### config.mk
export PLATFORM = sky130hd
export DESIGN_NAME = cv32e40p_irq_pending_unit
export DESIGN_NICKNAME = d
export VERILOG_FILES = /design/src/rtl/cv32e40p_irq_pending_unit_pkg.sv /design/src/rtl/cv32e40p_irq_pending_unit_sync.sv /design/src/rtl/cv32e40p_irq_pending_unit.sv
export SDC_FILE = /design/constraint.sdc
export NUM_CORES = 1
export LEC_CHECK = 0
export CAP_MARGIN = 30
export CORE_MARGIN = 2
export CORE_UTILIZATION = 40
export DETAILED_ROUTE_END_ITERATION = 10
export PLACE_DENSITY = 0.65
export SYNTH_ARGS = -nofsm -noshare
export SYNTH_HDL_FRONTEND = slang
export SYNTH_SLANG_ARGS = --single-unit
### constraint.sdc
create_clock -name clk -period 6 [get_ports clk]
set_input_delay 1.2 -clock clk [delete_from_list [all_inputs] [get_ports clk]]
set_output_delay 1.2 -clock clk [all_outputs]
set_load 0.1 [all_outputs]
### src/rtl/cv32e40p_irq_pending_unit_pkg.sv
`default_nettype none
// ============================================================================
// Module   : cv32e40p_pkg
// Brief    : Shared constants for the IRQ pending unit (line mask, reg map).
// Revision : 1.0
// ============================================================================
package cv32e40p_pkg;

    // Implemented lines: MSI=3, MTI=7, MEI=11, fast interrupts 16-31
    localparam logic [31:0] IRQPU_IRQ_MASK = 32'hFFFF_0888;

    localparam logic [2:0] IRQPU_EDGE     = 3'd0;
    localparam logic [2:0] IRQPU_ENABLE   = 3'd1;
    localparam logic [2:0] IRQPU_PEND     = 3'd2;
    localparam logic [2:0] IRQPU_PEND_CLR = 3'd3;
    localparam logic [2:0] IRQPU_OVF      = 3'd4;

endpackage
`default_nettype wire

### src/rtl/cv32e40p_irq_pending_unit_sync.sv
`default_nettype none
// ============================================================================
// Module   : cv32e40p_irq_sync
// Brief    : Multi-bit, SYNC_STAGES-deep flop synchronizer, async reset.
// Revision : 1.0
// ============================================================================
module cv32e40p_irq_sync #(
    parameter int unsigned WIDTH       = 32,
    parameter int unsigned SYNC_STAGES = 2
) (
    input  logic             clk,
    input  logic             rst,
    input  logic [WIDTH-1:0] d_i,
    output logic [WIDTH-1:0] q_o
);

    logic [WIDTH-1:0] r_stage [SYNC_STAGES];

    always_ff @(posedge clk or posedge rst) begin
        if (rst) begin
            for (int i = 0; i < SYNC_STAGES; i++) begin
                r_stage[i] <= '0;
            end
        end else begin
            r_stage[0] <= d_i;
            for (int i = 1; i < SYNC_STAGES; i++) begin
                r_stage[i] <= r_stage[i-1];
            end
        end
    end

    assign q_o = r_stage[SYNC_STAGES-1];

endmodule
`default_nettype wire

### src/rtl/cv32e40p_irq_pending_unit.sv
`default_nettype none
// ============================================================================
// Module   : cv32e40p_irq_pending_unit
// Brief    : Edge/level interrupt pending logic driving the CV32E40P irq vector.
// Revision : 1.0
// ============================================================================
module cv32e40p_irq_pending_unit
    import cv32e40p_pkg::*;
#(
    parameter int unsigned SYNC_STAGES = 2,
    parameter logic [31:0] IRQ_MASK    = IRQPU_IRQ_MASK
) (
    input  logic        clk,
    input  logic        rst,
    input  logic [31:0] src_i,
    output logic [31:0] irq_o,
    input  logic        irq_ack_i,
    input  logic [4:0]  irq_id_i,
    input  logic        cfg_we_i,
    input  logic [2:0]  cfg_addr_i,
    input  logic [31:0] cfg_wdata_i,
    output logic [31:0] cfg_rdata_o
);

    logic [31:0] w_s;
    logic [31:0] r_s_q;
    logic [31:0] r_edge;
    logic [31:0] r_enable;
    logic [31:0] r_pend;
    logic [31:0] r_ovf;

    logic [31:0] w_rise;
    logic [31:0] w_wdata_m;
    logic [31:0] w_ack_vec;
    logic [31:0] w_set;
    logic [31:0] w_clr;
    logic [31:0] w_ovf_set;
    logic [31:0] w_pend;

    cv32e40p_irq_sync #(
        .WIDTH       (32),
        .SYNC_STAGES (SYNC_STAGES)
    ) u_sync (
        .clk (clk),
        .rst (rst),
        .d_i (src_i & IRQ_MASK),
        .q_o (w_s)
    );

    assign w_rise    = w_s & ~r_s_q & IRQ_MASK;
    assign w_wdata_m = cfg_wdata_i & IRQ_MASK;
    assign w_ack_vec = irq_ack_i ? (32'd1 << irq_id_i) : 32'd0;

    // Set and clear only ever touch edge lines; set dominates so no event is lost.
    assign w_set = (w_rise
                  | ((cfg_we_i && cfg_addr_i == IRQPU_PEND) ? w_wdata_m : 32'd0))
                  & r_edge;
    assign w_clr = (w_ack_vec
                  | ((cfg_we_i && cfg_addr_i == IRQPU_PEND_CLR) ? w_wdata_m : 32'd0))
                  & r_edge;

    assign w_ovf_set = w_rise & r_edge & r_pend & ~w_clr;

    // Level lines bypass the stored bit and follow the synchronized source.
    assign w_pend = ((r_pend & r_edge) | (w_s & ~r_edge)) & IRQ_MASK;

    always_ff @(posedge clk or posedge rst) begin
        if (rst) begin
            r_s_q    <= '0;
            r_edge   <= '0;
            r_enable <= '0;
            r_pend   <= '0;
            r_ovf    <= '0;
            irq_o    <= '0;
        end else begin
            r_s_q <= w_s;
            // Masking by the current EDGE drops the bit when a line turns level
            // and guarantees a line turning edge starts from zero.
            r_pend <= ((r_pend & ~w_clr) | w_set) & r_edge;
            if (cfg_we_i && cfg_addr_i == IRQPU_OVF) begin
                r_ovf <= (r_ovf & ~w_wdata_m) | w_ovf_set;
            end else begin
                r_ovf <= r_ovf | w_ovf_set;
            end
            if (cfg_we_i && cfg_addr_i == IRQPU_EDGE) begin
                r_edge <= w_wdata_m;
            end
            if (cfg_we_i && cfg_addr_i == IRQPU_ENABLE) begin
                r_enable <= w_wdata_m;
            end
            irq_o <= w_pend & r_enable & IRQ_MASK;
        end
    end

    always_comb begin
        cfg_rdata_o = 32'd0;
        case (cfg_addr_i)
            IRQPU_EDGE:   cfg_rdata_o = r_edge;
            IRQPU_ENABLE: cfg_rdata_o = r_enable;
            IRQPU_PEND:   cfg_rdata_o = w_pend;
            IRQPU_OVF:    cfg_rdata_o = r_ovf;
            default:      cfg_rdata_o = 32'd0;
        endcase
    end

endmodule
`default_nettype wire

==> run_results.csv <==
group,metric,value,unit
run_status,status,"finished, final reports clean",
cts,clk_pin_slew,60,ps
synthesis,synth_top_family_by_area,"compound AO/OA/AOI/OAI gates",
synthesis,muxShareOfSynthArea,0.06220,
power,p_leak,3.531,nW
timing,skew,7.419,ps
drt,drtPass1Iterations,6,
cells_and_area,fillers,1361,
timing,tightest_slew,1011,ps
die,die_area,0.01728,mm^2
synthesis,synthAdderAreaFrac,0,
cells_and_area,syn2layout_area_growth,27.54,%
synthesis,mappedNetlistArea,0.006497,mm^2
worst_setup_path,worstPathCellList,"clkdlybuf4s50_1 > or3b_1 > o22ai_1 > buf_12",
grt,grt_pass1_vias,4861,
timing,maxSlewViolCount,0,
drt,viasPerCell,5.293,
power,p_per_area,398.2,mW/mm^2
power,pwr-share-clk,0.334,
timing,finalSetupViolCount,0,
synthesis,synth_area_leaders,"dfrtp_1 (59%), nor2b_1 (3.9%), nand2_1 (3.3%)",
power,internal_power,2.191,mW
drt,wirelength,15880,um
place,portBuffers,87,
synthesis,async_flop_share,1.000,
synthesis,synth_commonest_cells,"dfrtp_1 (152), nand2_1 (57), nor2b_1 (41), o22ai_1 (31), buf_4 (28)",
synthesis,synth.top_cell.area_share,0.5854,
worst_setup_path,criticalPathCategory,"in2out",
cts,postCtsSetupBuffers,0,
synthesis,ys_warn_count,0,
timing,fin_hold_ws,347.4,ps
die,start_util,0.4090,
worst_setup_path,crit_path_start_kind,"input pin",
power,vdd_drop_max,0.2194,mV
drt,met2WireLength,7358,um
cells_and_area,nets,710,
cells_and_area,n_antenna_cell,0,
grt,grt_usage,0.1918,
drt,highest-signal-layer,"met4",
synthesis,seq_area_frac_synth,0.5854,
hold_path,hold_path_startpoint,"u_sync.r_stage[62]",
worst_setup_path,end_kind,"output pin",
synthesis,synth_area_leader_cell,"dfrtp_1",
timing,rsz0062_at_grt,"no",
synthesis,synth-edff-count,0,
worst_setup_path,worstPathBufferInverterCount,2,
power,combPwrFrac,0.270,
cts,cts-root-buf,"clkbuf_16",
worst_setup_path,path_delay_family,"simple AND/OR/NAND/NOR gates",
worst_setup_path,cp.required,4800,ps
drt,wl_per_cell,18.40,um
cells_and_area,drive_above_1_share,0.1345,
cts,htreeDepth,4,
die,rows,46,
grt,antenna_found_initial,0,
flow_run,maxCapViolCount,0,
die,die_x,131.5,um
timing,fin_crit,4422,ps
cts,cts.sinks,152,
synthesis,yosysUniqueCellTypes,34,
synthesis,synth-seq-cells,152,
synthesis,synth.most_common_cell,"dfrtp_1",
drt,num_vias,4568,
cts,cts_tree,"yes",
worst_setup_path,cp.arrival,3220,ps
die,die_h,131.5,um
cells_and_area,finalCoreUtilization,0.5217,
place,hpwl,10440,um
timing,final.setup.tns,0,ps
synthesis,synth-xor-area-share,0,
die,ioPinCount,140,
power,seqPwrFrac,0.396,
drt,post-route-drc-count,0,
cells_and_area,multi_input_area,0.002381,mm^2
grt,grt_pass1_wl,25680,um
drt,ant_nets,0,
cts,cts_resized,0,
cts,clockBufferDepth,2,
timing,finalHoldViolCount,0,
synthesis,synth_compound_area_frac,0.1795,
drt,dr.first_iter.drc_count,301,
worst_setup_path,r2r_start,"r_edge[19]",
timing,max_freq,226.1,MHz
drt,drt-met1-wl,6992,um
synthesis,avgSynthCellArea,11.97,um^2
synthesis,ys.flop_type,"dfrtp_1",
cells_and_area,ff_latch_area,0.003804,mm^2
cts,clock_latency,430,ps
synthesis,synth_simple_gate_area_share,0.1061,
drt,route.met3.wl,1162,um
place,place_congestion,0.8490,
die,core,0.01589,mm^2
timing,fin_crit_sh,0.7370,
hold_path,hold_path_class,"reg2reg",
worst_setup_path,crit_path_top_delay_cell,"or3b_1",
worst_setup_path,slowest_delay,800,ps
cts,hold_buffers,0,
timing,max_slew_margin,0.3262,
grt,grt-ovfl-total,0,
synthesis,synthCells,543,
worst_setup_path,cp_max_fo,19,
power,switchingPower,1.109,mW
grt,grt_max_degree,54,
worst_setup_path,setup.worst_path.start,"cfg_addr_i[2]",
cts,cts_buffers,17,
power,switching_share,0.3361,
[through the flow]
| stage | setup WS (ps) | total power [mW] | std cells | cell area (um^2) |
|---|---|---|---|---|
| global route | 1551 | 3.442 | 863 | 8287 |
| floorplan | 706.9 | 1.963 | 568 | 6591 |
| CTS | 1608 | 3.323 | 863 | 8287 |
| finish | 1578 | 3.300 | 863 | 8287 |
| global placement | 1611 | 2.183 | 831 | 7671 |
| detailed placement | 1610 | 2.211 | 831 | 7671 |
[per-layer routing]
metal,vias up,track usage
li1,2078,-
met5,-,0
met1,2283,0.2505
met4,0,0.08213
met3,27,0.05556
met2,180,0.2990
[state kept, by name, indices dropped and copies added, names as in the netlist]
signal and count:
irq_o 19, r_edge 19, r_enable 19, r_ovf 19, r_pend 19, r_s_q 19, u_sync.q_o 19, u_sync.r_stage 19
[kinds of logic after synthesis]
| family | after synthesis |
|---|---|
| simple gates | 129 |
| buf+inv | 71 |
| compound gates | 152 |
| flops | 152 |
| other cells | 1 |
| mux | 38 |
[final timing paths]
check / slack [ps] / depth (start not counted) / to
max in group asynchronous: 3790 / 3 / r_s_q[29]
worst min register to register: 350 / 0 / u_sync.q_o[30]
worst min-delay path: 350 / 0 / u_sync.q_o[30]
min in group asynchronous: 1170 / 2 / irq_o[20]
worst max register to register: 4900 / 3 / irq_o[19]
worst max-delay path: 1580 / 4 / cfg_rdata_o[31]
[worst register-to-register path, stage by stage (launching register included)]
cell and delay, ps:
dfrtp_1 400, nand2_1 110, a21boi_0 360, nor2b_1 100
[cell usage in the layout, fill, tap and decap left out, types with 9 or more instances in the layout]
cell and n:
a21boi_0 19, a21oi_1 19, a22o_1 12, a2bb2oi_1 19
buf_12 19, buf_4 9, clkbuf_16 17, clkdlybuf4s50_1 68
conb_1 26, dfrtp_1 152, inv_1 21, mux2_1 10
mux2_2 9, mux2i_1 19, nand2_1 57, nand3_1 19
nor2b_1 41, o21ai_0 12, o22ai_1 31, o2bb2ai_1 12
[power by group through the flow]
stage	combinational, mW	sequential (mW)	clock [mW]
after floorplan	0.515	1.45	0
after global placement	0.877	1.31	0
after detailed placement	0.893	1.32	0
after CTS	0.896	1.30	1.12
after global routing	0.939	1.32	1.18
final	0.891	1.31	1.10
[final cells by class]
type                            count  share of cell area
Inverter                           22             0.01057
Clock inverter                     11             0.01751
Timing Repair Buffer               96              0.1362
Tap cell                          216             0.03261
Sequential cell                   152              0.4590
Clock buffer                       21             0.05677
Multi-Input combinational cell    345              0.2873
(Power assumes the default switching activity.)
==> patch: new RTL, same settings <==
The output `irq_o` loses its register stage (`irq_o` becomes a continuous assignment).
--- a/src/rtl/cv32e40p_irq_pending_unit.sv
+++ b/src/rtl/cv32e40p_irq_pending_unit.sv
@@ -71,7 +71,6 @@
             r_enable <= '0;
             r_pend   <= '0;
             r_ovf    <= '0;
-            irq_o    <= '0;
         end else begin
             r_s_q <= w_s;
             // Masking by the current EDGE drops the bit when a line turns level
@@ -88,9 +87,10 @@
             if (cfg_we_i && cfg_addr_i == IRQPU_ENABLE) begin
                 r_enable <= w_wdata_m;
             end
-            irq_o <= w_pend & r_enable & IRQ_MASK;
         end
     end
+
+    assign irq_o = w_pend & r_enable & IRQ_MASK;
 
     always_comb begin
         cfg_rdata_o = 32'd0;
Check against the original RTL: not equivalent (a bounded check fails within 4 cycles, from zero or initial values and one cycle with rst high).
==> patch against the original RTL <==
Final area fell by 5.2%. Synthesized area fell by 6.2%. Critical path depth rose by 2. Register-to-register slack improved by 0.09 ns. Combinational power rose by 3.3%. Sequential cell count fell by 19. Setup slack got worse by 0.092 ns. Largest cell class unchanged. Total power fell by 4.1%. Wire length fell by 5.2%.
==> patch: results (changes against the original RTL) <==
RUN_STATUS='finished clean'
SYNTH.CELLS.MOST_FREQUENT='133 x sky130_fd_sc_hd__dfrtp_1, 32 x sky130_fd_sc_hd__inv_1, 32 x sky130_fd_sc_hd__nand2_1, 31 x sky130_fd_sc_hd__buf_4, 29 x sky130_fd_sc_hd__nor2b_1'
MAXIMUM_NUMBER_OF_PINS_ON_ONE_NET_BEFORE_GLOBAL_ROUTE_REPAIR=56  # +3.7%
ROOT_BUFFER='sky130_fd_sc_hd__clkbuf_16'
SYNTH.MUX.AREA_FRACTION_PCT=8.296  # +2.1 points
IR_DROP_mV=0.2225  # +1.4%
FINAL_NETS=681  # -4.1%
SYNTH_AREA_PER_CELL_UM2=11.83  # -1.1%
P_LEAK_nW=3.444  # -2.4%
SYNTH-COMPOUND-AREA-SHARE_PCT=19.28  # +1.3 points
GRT_FIRST_PASS_WIRELENGTH_MM=24.07  # -6.3%
TRACK_USAGE_PCT=19.53  # +0.35 points
TIMING.CLOCK.SKEW_NS=0.006160  # -0.001259 ns
NUMCTSBUFFERS=17  # unchanged
R2R-START='u_sync.q_o[17]'
DP_HPWL_MM=9.942  # -4.7%
TIMING.HOLD.WORST.START='u_sync.r_stage[49]'
PLACEDCELLCOUNT=773  # -7.0%
GP_ROUTABILITY_CONGESTION=0.8217  # -3.2%
DP_WORST_SETUP_SLACK_NS=1.327  # -0.2827 ns
DR_TOTAL_VIAS=4356  # -4.6%
RELSLEWSLACK_PCT=33.79  # +1.2 points
DPL_CELL_AREA_UM2=7211  # -6.0%
WORST_SETUP_HOLD_PATH_CLK_SLEW_NS=0.06  # about the same
YS_TYPES=42  # +24%
FINAL-INSTANCE-COUNT-EXCL-FILL=806  # -6.6%
CRIT_FANOUT=14  # -5
FIRST_GLOBAL_VIAS=4555  # -6.3%
ITERATION_0_DRC_MARKERS=326  # +8.3%
POST_ROUTE_CELLS_DRIVE_ABOVE_1_SHARE_PCT=15.05  # +1.6 points
POST_SYNTH_MAIN_AREA_CONTRIBUTORS='sky130_fd_sc_hd__dfrtp_1 55%, sky130_fd_sc_hd__buf_4 3.8%, sky130_fd_sc_hd__mux2i_1 3.6%'
PROPORTION_OF_SYNTHESIZED_CHIP_AREA_IN_SEQUENTIAL_CELLS_PCT=54.62  # -3.9 points
FINALWIRELENGTH_MM=15.05  # -5.2%
SWSHARE_PCT=33.82  # +0.21 points
DR.PASS1.ITERS=5  # -1
STARTPOINT='cfg_addr_i[0]'
[patch: cells by family (layout without fill, tap and decap cells)]
| group | after synthesis | after routing |
|---|---|---|
| buffers and inverters | 84 | 162 |
| DFF | 133 | 133 |
| and+or+nand+nor | 95 | 95 |
| other | 1 | 26 |
| AOI/OAI and AO/OA | 158 | 158 |
| muxes | 44 | 44 |
[patch: final cells by class]
cell class	instances	area (um^2)
Clock buffer	19	452.9
Inverter	32	122.6
Multi-Input combinational cell	323	2370
Clock inverter	13	180.2
Fill cell	1257	7174
Tap cell	188	235.2
Timing Repair Buffer	98	1170
Sequential cell	133	3328
[patch: worst paths after layout]
path	endpoint	slack (ns)	cells past startpoint
min in group asynchronous	r_edge[7]	0.99	2
worst min-delay path	u_sync.q_o[17]	0.34	0
worst min register to register	u_sync.q_o[17]	0.34	0
worst max-delay path	cfg_rdata_o[30]	1.49	6
worst max register to register	r_pend[17]	4.99	2
max in group asynchronous	r_pend[26]	4.09	4
[patch: worst max-delay path, cell delays in order]
cell and delay [ns]:
sky130_fd_sc_hd__clkdlybuf4s50_1 0.68, sky130_fd_sc_hd__nor2b_2 0.42, sky130_fd_sc_hd__buf_4 0.34, sky130_fd_sc_hd__a2bb2oi_1 0.10
sky130_fd_sc_hd__o22ai_1 0.34, sky130_fd_sc_hd__buf_12 0.23
[patch: power groups by stage]
| stage | sequential (mW) | combinational (mW) | clock (mW) |
|---|---|---|---|
| after floorplan | 1.13 | 0.704 | 0 |
| after global placement | 1.14 | 0.901 | 0 |
| after detailed placement | 1.16 | 0.921 | 0 |
| after CTS | 1.14 | 0.924 | 1.12 |
| after global routing | 1.16 | 0.969 | 1.16 |
| final | 1.14 | 0.920 | 1.10 |
[patch: per-layer routing]
metal	up-vias	part of all wire, %	global-route usage [%]	wire [um]
met5	-	0	0	0
met4	0	2.7	10.41	408
met3	29	5.8	4.481	869
met2	162	48	30.76	7276
met1	2155	43	25.18	6496
li1	2010	-	-	-
[patch: metrics by stage]
| stage | hold slack [ns] | power [mW] | utilization (%) |
|---|---|---|---|
| after floorplan | 0.3312 | 1.830 | - |
| after global placement | 0.3314 | 2.044 | 47.71 |
| after detailed placement | 0.3347 | 2.076 | 47.97 |
| after CTS | 0.3462 | 3.186 | 52.18 |
| after global routing | 0.3514 | 3.294 | 52.28 |
| final | 0.3429 | 3.165 | 52.28 |
